$ cat config.mk
export PLATFORM = sky130hd
export DESIGN_NAME = cdc_fifo_gray_rd_ctrl_flat
export DESIGN_NICKNAME = d
export VERILOG_FILES = /design/src/rtl/cdc_fifo_gray_pkg.sv /design/src/rtl/cdc_fifo_gray_rd_ctrl_if.sv /design/src/rtl/cdc_fifo_gray_cells.sv /design/src/rtl/cdc_fifo_gray_rd_outbuf.sv /design/src/rtl/cdc_fifo_gray_rd_ctrl.sv /design/src/flat_wrapper.sv
export SDC_FILE = /design/constraint.sdc
export NUM_CORES = 1
export LEC_CHECK = 0
export BUFFER_PORTS_ARGS = -buffer_cell sky130_fd_sc_hd__buf_2
export CAP_MARGIN = 5
export CORE_MARGIN = 2
export CORE_UTILIZATION = 47
export CTS_BUF_LIST = sky130_fd_sc_hd__clkbuf_4 sky130_fd_sc_hd__clkbuf_8
export CTS_CLUSTER_DIAMETER = 50
export DETAILED_ROUTE_END_ITERATION = 16
export PLACE_DENSITY = 0.68
export SYNTH_ARGS = -nofsm -noshare
export SYNTH_HDL_FRONTEND = slang
export SYNTH_SLANG_ARGS = --single-unit
$ cat constraint.sdc
create_clock -name clk_i -period 4.05 [get_ports clk_i]
set_clock_uncertainty 0.05 [all_clocks]
set_input_delay 0.81 -clock clk_i [delete_from_list [all_inputs] [get_ports clk_i]]
set_output_delay 0.81 -clock clk_i [all_outputs]
set_load 0.005 [all_outputs]
$ cat src/rtl/cdc_fifo_gray_pkg.sv
// Shared definitions for the gray-pointer FIFO read-side controller.
//   rd_flush_state_e : flush engine states (IDLE, FLUSH, DONE)
//   ptr_width()      : pointer width for a given log2 depth (one extra wrap bit)
package cdc_fifo_gray_pkg;

   typedef enum logic [1:0] {
      IDLE  = 2'd0,
      FLUSH = 2'd1,
      DONE  = 2'd2
   } rd_flush_state_e;

   function automatic int ptr_width(input int log_depth);
      return log_depth + 1;
   endfunction

endpackage

$ cat src/rtl/cdc_fifo_gray_rd_ctrl_if.sv
// Consumer-side output stream of the FIFO read controller.
//   data  : payload, driven by the master
//   valid : master has a word on data
//   ready : slave accepts the word
// Handshake: a word moves on a rising clock edge where valid and ready are both
// high. While valid is high and ready is low, the master holds data and valid
// unchanged. ready may be asserted at any time and never depends on valid.
interface cdc_fifo_gray_rd_ctrl_if #(
   parameter type T = logic
) ();
   T     data;
   logic valid;
   logic ready;

   modport master (output data, output valid, input ready);
   modport slave  (input data, input valid, output ready);
endinterface

$ cat src/rtl/cdc_fifo_gray_cells.sv
// Generic CDC helper cells.
//   sync           : STAGES-flop synchronizer (clk_i, rst_ni, serial_i -> serial_o)
//   gray_to_binary : combinational gray -> binary, N bits (A_i -> Z_o)
//   binary_to_gray : combinational binary -> gray, N bits (A_i -> Z_o)
module sync #(
   parameter int unsigned STAGES      = 2,
   parameter logic        RESET_VALUE = 1'b0
) (
   input  logic clk_i,
   input  logic rst_ni,
   input  logic serial_i,
   output logic serial_o
);
   logic [STAGES-1:0] reg_q;

   always_ff @(posedge clk_i or negedge rst_ni) begin
      if (!rst_ni) reg_q <= {STAGES{RESET_VALUE}};
      else         reg_q <= {reg_q[STAGES-2:0], serial_i};
   end

   assign serial_o = reg_q[STAGES-1];
endmodule

module gray_to_binary #(
   parameter int N = 4
) (
   input  logic [N-1:0] A_i,
   output logic [N-1:0] Z_o
);
   // Each binary bit is the XOR of all gray bits at or above it.
   for (genvar i = 0; i < N; i++) begin : g_bit
      assign Z_o[i] = ^A_i[N-1:i];
   end
endmodule

module binary_to_gray #(
   parameter int N = 4
) (
   input  logic [N-1:0] A_i,
   output logic [N-1:0] Z_o
);
   assign Z_o = A_i ^ (A_i >> 1);
endmodule

$ cat src/rtl/cdc_fifo_gray_rd_outbuf.sv
// Two-entry registered output buffer, FIFO order.
//   clr_i       : synchronous clear (dominates push/pop)
//   push_i      : write push_data_i behind the current contents
//   pop_i       : drop the head entry
//   head_o      : oldest entry (stale but stable when empty)
//   count_o     : number of valid entries, 0..2
module cdc_fifo_gray_rd_outbuf #(
   parameter type T = logic
) (
   input  logic       clk_i,
   input  logic       rst_ni,
   input  logic       clr_i,
   input  logic       push_i,
   input  T           push_data_i,
   input  logic       pop_i,
   output T           head_o,
   output logic [1:0] count_o
);
   T           ent0_q, ent0_d, ent1_q, ent1_d;
   logic [1:0] cnt_q, cnt_d;

   always_comb begin
      ent0_d = ent0_q;
      ent1_d = ent1_q;
      cnt_d  = cnt_q;
      if (clr_i) begin
         cnt_d = 2'd0;
      end else begin
         case ({push_i, pop_i})
            2'b11: begin
               // Count is unchanged; the new word lands behind whatever remains.
               if (cnt_q == 2'd2) begin
                  ent0_d = ent1_q;
                  ent1_d = push_data_i;
               end else begin
                  ent0_d = push_data_i;
               end
            end
            2'b01: begin
               ent0_d = ent1_q;
               cnt_d  = cnt_q - 2'd1;
            end
            2'b10: begin
               if (cnt_q == 2'd0) ent0_d = push_data_i;
               else               ent1_d = push_data_i;
               cnt_d = cnt_q + 2'd1;
            end
            default: ;
         endcase
      end
   end

   always_ff @(posedge clk_i or negedge rst_ni) begin
      if (!rst_ni) begin
         ent0_q <= '0;
         ent1_q <= '0;
         cnt_q  <= 2'd0;
      end else begin
         ent0_q <= ent0_d;
         ent1_q <= ent1_d;
         cnt_q  <= cnt_d;
      end
   end

   assign head_o  = ent0_q;
   assign count_o = cnt_q;
endmodule

$ cat src/rtl/cdc_fifo_gray_rd_ctrl.sv
// Read-side controller of a gray-pointer asynchronous FIFO, consumer domain.
//   clk_i, rst_ni    : consumer clock, asynchronous active-low reset
//   async_data_i     : FIFO storage exposed by the write side
//   async_wptr_i     : gray write pointer from the write side
//   async_rptr_o     : registered gray read pointer back to the write side
//   dst              : output stream (data/valid/ready), two-entry buffered
//   flush_i          : one-cycle request to discard everything written so far
//   flush_busy_o     : flush engine is discarding words
//   flush_done_o     : one-cycle pulse when the flush completes
//   fill_o           : words in the FIFO not yet pulled into the output buffer
//   almost_empty_o   : fill_o <= AE_THRESH
//   state_o          : flush engine state
module cdc_fifo_gray_rd_ctrl
   import cdc_fifo_gray_pkg::*;
#(
   parameter type         T           = logic,
   parameter int unsigned LOG_DEPTH   = 3,
   parameter int unsigned SYNC_STAGES = 2,
   parameter int unsigned AE_THRESH   = 1
) (
   input  logic                    clk_i,
   input  logic                    rst_ni,
   input  T                        async_data_i [2**LOG_DEPTH],
   input  logic [LOG_DEPTH:0]      async_wptr_i,
   output logic [LOG_DEPTH:0]      async_rptr_o,
   cdc_fifo_gray_rd_ctrl_if.master dst,
   input  logic                    flush_i,
   output logic                    flush_busy_o,
   output logic                    flush_done_o,
   output logic [LOG_DEPTH:0]      fill_o,
   output logic                    almost_empty_o,
   output rd_flush_state_e         state_o
);
   localparam int PW = ptr_width(int'(LOG_DEPTH));
   localparam logic [PW-1:0] AE_LIM   = PW'(AE_THRESH);
   localparam logic [PW-1:0] FULL_LVL = PW'(2**LOG_DEPTH);

   logic [PW-1:0]   wptr_gray_sync, wptr_bin, fill;
   logic [PW-1:0]   rptr_bin_q, rptr_bin_d, rptr_gray_q, rptr_gray_d;
   logic [PW-1:0]   flush_tgt_q, flush_tgt_d;
   rd_flush_state_e state_q, state_d;
   logic            pop, buf_clr, buf_push, buf_pop;
   logic [1:0]      buf_count;
   T                buf_head;

   // Every pointer bit gets its own synchronizer; the write side changes only
   // one gray bit at a time, so the sampled word is always a real pointer value.
   for (genvar i = 0; i < PW; i++) begin : g_wsync
      sync #(.STAGES(SYNC_STAGES)) u_sync (
         .clk_i    (clk_i),
         .rst_ni   (rst_ni),
         .serial_i (async_wptr_i[i]),
         .serial_o (wptr_gray_sync[i])
      );
   end

   gray_to_binary #(.N(PW)) u_w_g2b (.A_i(wptr_gray_sync), .Z_o(wptr_bin));

   assign fill = wptr_bin - rptr_bin_q;

   // Flush engine and pop decision. Pop never looks at dst.ready, so the
   // pointer returned to the write side has no combinational ready path.
   always_comb begin
      state_d      = state_q;
      flush_tgt_d  = flush_tgt_q;
      pop          = 1'b0;
      buf_clr      = 1'b0;
      flush_busy_o = 1'b0;
      flush_done_o = 1'b0;
      case (state_q)
         IDLE: begin
            pop = (fill != '0) && (buf_count < 2'd2);
            if (flush_i) begin
               // Anything popped this cycle is older than the snapshot, so the
               // clear discarding it is exactly what the flush wants.
               flush_tgt_d = wptr_bin;
               buf_clr     = 1'b1;
               state_d     = FLUSH;
            end
         end
         FLUSH: begin
            flush_busy_o = 1'b1;
            if (rptr_bin_q == flush_tgt_q) state_d = DONE;
            else                           pop     = (fill != '0);
         end
         DONE: begin
            flush_done_o = 1'b1;
            pop          = (fill != '0) && (buf_count < 2'd2);
            state_d      = IDLE;
         end
         default: state_d = IDLE;
      endcase
   end

   assign buf_push   = pop && (state_q != FLUSH);
   assign rptr_bin_d = rptr_bin_q + {{(PW-1){1'b0}}, pop};

   binary_to_gray #(.N(PW)) u_r_b2g (.A_i(rptr_bin_d), .Z_o(rptr_gray_d));

   always_ff @(posedge clk_i or negedge rst_ni) begin
      if (!rst_ni) begin
         rptr_bin_q  <= '0;
         rptr_gray_q <= '0;
         flush_tgt_q <= '0;
         state_q     <= IDLE;
      end else begin
         rptr_bin_q  <= rptr_bin_d;
         rptr_gray_q <= rptr_gray_d;
         flush_tgt_q <= flush_tgt_d;
         state_q     <= state_d;
      end
   end

   cdc_fifo_gray_rd_outbuf #(.T(T)) u_outbuf (
      .clk_i       (clk_i),
      .rst_ni      (rst_ni),
      .clr_i       (buf_clr),
      .push_i      (buf_push),
      .push_data_i (async_data_i[rptr_bin_q[LOG_DEPTH-1:0]]),
      .pop_i       (buf_pop),
      .head_o      (buf_head),
      .count_o     (buf_count)
   );

   assign dst.valid      = (buf_count != 2'd0) && (state_q == IDLE);
   assign dst.data       = buf_head;
   assign buf_pop        = dst.valid && dst.ready;
   assign async_rptr_o   = rptr_gray_q;
   assign fill_o         = fill;
   assign almost_empty_o = (fill <= AE_LIM);
   assign state_o        = state_q;

   a_fill_range: assert property (@(posedge clk_i) disable iff (!rst_ni) fill <= FULL_LVL);
endmodule

$ cat src/flat_wrapper.sv
// flat-port wrapper written by rule: the top's interface ports become plain ports
module cdc_fifo_gray_rd_ctrl_flat import cdc_fifo_gray_pkg::*;
#(
   parameter type         T           = logic,
   parameter int unsigned LOG_DEPTH   = 3,
   parameter int unsigned SYNC_STAGES = 2,
   parameter int unsigned AE_THRESH   = 1
)
  (clk_i, rst_ni, async_data_i, async_wptr_i, async_rptr_o, flush_i, flush_busy_o, flush_done_o, fill_o, almost_empty_o, state_o, dst_data, dst_valid, dst_ready);
  cdc_fifo_gray_rd_ctrl_if #(.T(T)) dst_i ();
  input  logic clk_i;
  input  logic rst_ni;
  input  T async_data_i[2**LOG_DEPTH];
  input  logic [LOG_DEPTH:0] async_wptr_i;
  output logic [LOG_DEPTH:0] async_rptr_o;
  input  logic flush_i;
  output logic flush_busy_o;
  output logic flush_done_o;
  output logic [LOG_DEPTH:0] fill_o;
  output logic almost_empty_o;
  output rd_flush_state_e state_o;
  output wire logic [$bits(dst_i.data)-1:0] dst_data;
  output wire logic [$bits(dst_i.valid)-1:0] dst_valid;
  input wire logic [$bits(dst_i.ready)-1:0] dst_ready;
  assign dst_data = dst_i.data;
  assign dst_valid = dst_i.valid;
  assign dst_i.ready = dst_ready;
  cdc_fifo_gray_rd_ctrl #(.T(T), .LOG_DEPTH(LOG_DEPTH), .SYNC_STAGES(SYNC_STAGES), .AE_THRESH(AE_THRESH)) u_core (.clk_i(clk_i), .rst_ni(rst_ni), .async_data_i(async_data_i), .async_wptr_i(async_wptr_i), .async_rptr_o(async_rptr_o), .dst(dst_i), .flush_i(flush_i), .flush_busy_o(flush_busy_o), .flush_done_o(flush_done_o), .fill_o(fill_o), .almost_empty_o(almost_empty_o), .state_o(state_o));
endmodule
==> results.yml <==
sta:
  finalHoldViolations: 0
  rsz0062_at_grt: "no"
  period_share_pct: 91.5
  min_period_ns: 3.70
  worst_pin_slew_ns: 0.853
  finalSetupTns_ns: 0
  slew_viol_final: 0
  finalSetupViolCount: 0
  fmax_ghz: 0.270
  slew_headroom_pct: 43.0
synthesis:
  ys_types: 37
  ys_seq_elements: 25
  synth_warnings: 0
  synth_flop_cell: "dfrtp_1"
  ys_seq_area_share_pct: 47.3
  synth_top_area_cell: "dfrtp_1"
  synth_nets: 144
  synthTopCellsByArea: "dfrtp_1, ha_1, xor2_1"
  synthTopCellsByCount: "dfrtp_1, nand2_1, ha_1"
  netlist_instances: 117
  synth-edff-count: 0
  synth_area_um2: 1320
  yosysTopAreaCellShare_pct: 47.3
  avgSynthCellArea_um2: 11.3
  synth.most_common_cell: "dfrtp_1"
  synthArstFlopShare_pct: 100
clock_tree:
  cts_htree_levels: 1
  cts_hold_buf: 0
  cts_tree: "done"
  clk_pin_slew_ns: 0.14
  clock-sinks: 25
  clock-root-buffer: "clkbuf_4"
  cts_setup_buffers: 0
  cts_resized: 0
  cts_buffers: 3
  worstSkewPairLatency_ns: 0.33
  clk_path_buf_depth: 2
placement:
  io_buffers: 30
  dp.cells: 175
  routabilityCongestion: 0.840
  dp_hpwl_mm: 1.92
run_status:
  status: "finished, final reports clean"
die:
  io_pins: 31
  initial_core_util_pct: 48.8
  die_w_um: 57.0
  die_height_um: 57.0
  core_um2: 2710
  dieArea_um2: 3250
  rows: 19
grt:
  grt_pass1_wl_mm: 4.18
  grt_pass1_vias: 944
  grtUsageTotal_pct: 17.0
  antenna_found_initial: 0
  grt-ovfl-total: 0
  grt_max_degree: 26
detailed_routing:
  ant_nets: 0
  dr.first_iter.drc_count: 28
  routed_wirelength_mm: 2.45
  drtPass1Iterations: 4
  detail_route.vias_per_cell: 5.20
  vias: 931
  avgRoutedWirePerCell_um: 13.7
  drc: 0
layout:
  nets: 176
  seq_area_um2: 626
  fin_cells: 179
  drive_above_1_share_pct: 28.4
  n_antenna_cell: 0
  multi_input_area_um2: 648
  nFillCells: 261
  area_delta_synth_final_pct: 15.5
pwr:
  ir_worst_vdd_uv: 512
  pwr_density_cell_nw_per_um2: 851
  p_leak_nw: 0.763
min_path:
  min_path_type: "reg2reg"
worst_setup_path:
  end_kind: "register"
  critPathKind: "reg2reg"
  crit_fanout: 4
  worst_ep_arrival_time_ns: 3.89
  worstPathRequired_ns: 4.23
  startpoint_type: "register"
flow_run:
  drv_cap: 0
-- per-layer routing --
| metal | part of all wire, % | GRT usage (%) | vias up | wire length, um |
|---|---|---|---|---|
| li1 | - | - | 450 | - |
| met1 | 41 | 19.6 | 456 | 1010 |
| met2 | 52 | 31.4 | 19 | 1290 |
| met3 | 3.8 | 2.72 | 6 | 94 |
| met4 | 2.3 | 6.98 | 0 | 57 |
| met5 | 0 | 0 | - | 0 |
-- critical path: stages (launching register included) --
cell and delay, ns:
dfrtp_1 0.45, xor2_2 0.22, xnor2_2 0.28, xor2_1 0.15
ha_1 0.26, fa_1 0.41, xor2_1 0.19, inv_1 0.07
nor3_1 0.27, a21oi_1 0.18, ha_1 0.25, a2111oi_2 0.50
mux2_4 0.34
-- registers in the layout (all words and copies together) (netlist names) --
| name | cells |
|---|---|
| u_core.state_o | 2 |
| u_core.u_outbuf.head_o | 1 |
| u_core.u_outbuf.ent1_q | 1 |
| u_core.u_outbuf.count_o | 2 |
| u_core.rptr_bin_q | 4 |
| u_core.async_rptr_o | 3 |
| u_core.g_wsync.u_sync.reg_q | 8 |
| u_core.flush_tgt_q | 4 |
-- cell families after synthesis --
| kind of cell | Yosys count | share of synthesized area [%] |
|---|---|---|
| simple gates | 32 | 12.1 |
| flops | 25 | 47.3 |
| xor+xnor | 17 | 12.4 |
| compound gates | 15 | 7.19 |
| buf+inv | 13 | 4.07 |
| fa+ha+maj | 11 | 11.0 |
| mux | 4 | 5.96 |
-- power by group --
| part | switching [mW] | internal [mW] | total (mW) |
|---|---|---|---|
| clock network | 0.0771 | 0.0370 | 0.114 |
| registers | 0.101 | 0.347 | 0.448 |
| logic | 0.382 | 0.355 | 0.737 |
-- stage by stage --
stage          utilization (%)  cell area (um2)  total power, mW  hold slack (ns)  setup slack (ns)
6_report                  56.4             1530             1.30            0.313             0.345
3_3_place_gp              55.2             1500             1.17            0.283             0.514
3_5_place_dp              55.2             1500             1.19            0.287             0.280
4_1_cts                   56.2             1520             1.31            0.317             0.266
5_1_grt                   56.4             1530             1.43            0.331            0.0933
2_1_floorplan                -             1320            0.968            0.281             0.620
-- layout by cell type (no fill, tap or decap), types with 2 or more instances in the layout --
cell type	netlist	routed
xor2_1	9	9
nor2_1	4	4
inv_2	2	2
dfrtp_1	25	25
buf_2	1	30
inv_1	8	8
nand2_1	12	12
mux4_1	2	2
nor2b_1	3	3
o21ai_1	2	2
a21oi_1	4	4
nor3b_1	3	3
ha_1	10	10
o21ai_0	2	2
nor3_1	3	3
clkbuf_4	0	3
xnor2_1	6	6
-- final timing paths --
check	startpoint	depth (start not counted)	slack, ns	end
setup / recovery	u_core.g_wsync[3].u_sync.reg_q[1]$_DFF_PN0_	12	0.35	u_core.u_outbuf.ent1_q$_DFFE_PN0P_
hold / removal	u_core.g_wsync[0].u_sync.reg_q[0]$_DFF_PN0_	0	0.31	u_core.g_wsync[0].u_sync.reg_q[1]$_DFF_PN0_
setup reg to reg	u_core.g_wsync[3].u_sync.reg_q[1]$_DFF_PN0_	12	0.35	u_core.u_outbuf.ent1_q$_DFFE_PN0P_
hold reg to reg	u_core.g_wsync[0].u_sync.reg_q[0]$_DFF_PN0_	0	0.31	u_core.g_wsync[0].u_sync.reg_q[1]$_DFF_PN0_
max in group asynchronous	rst_ni	1	3.18	u_core.g_wsync[3].u_sync.reg_q[0]$_DFF_PN0_
min in group asynchronous	rst_ni	1	0.39	u_core.u_outbuf.count_o[1]$_DFFE_PN0P_
-- area by class of cell --
class,instances,area share [%]
clock buffers,3,1.47
clock inverters,1,0.328
inverters,10,2.46
multi-input cells,79,42.4
flip-flops and latches,25,40.9
well taps,31,2.54
repair buffers,30,9.83
(Power assumes the default switching activity.)
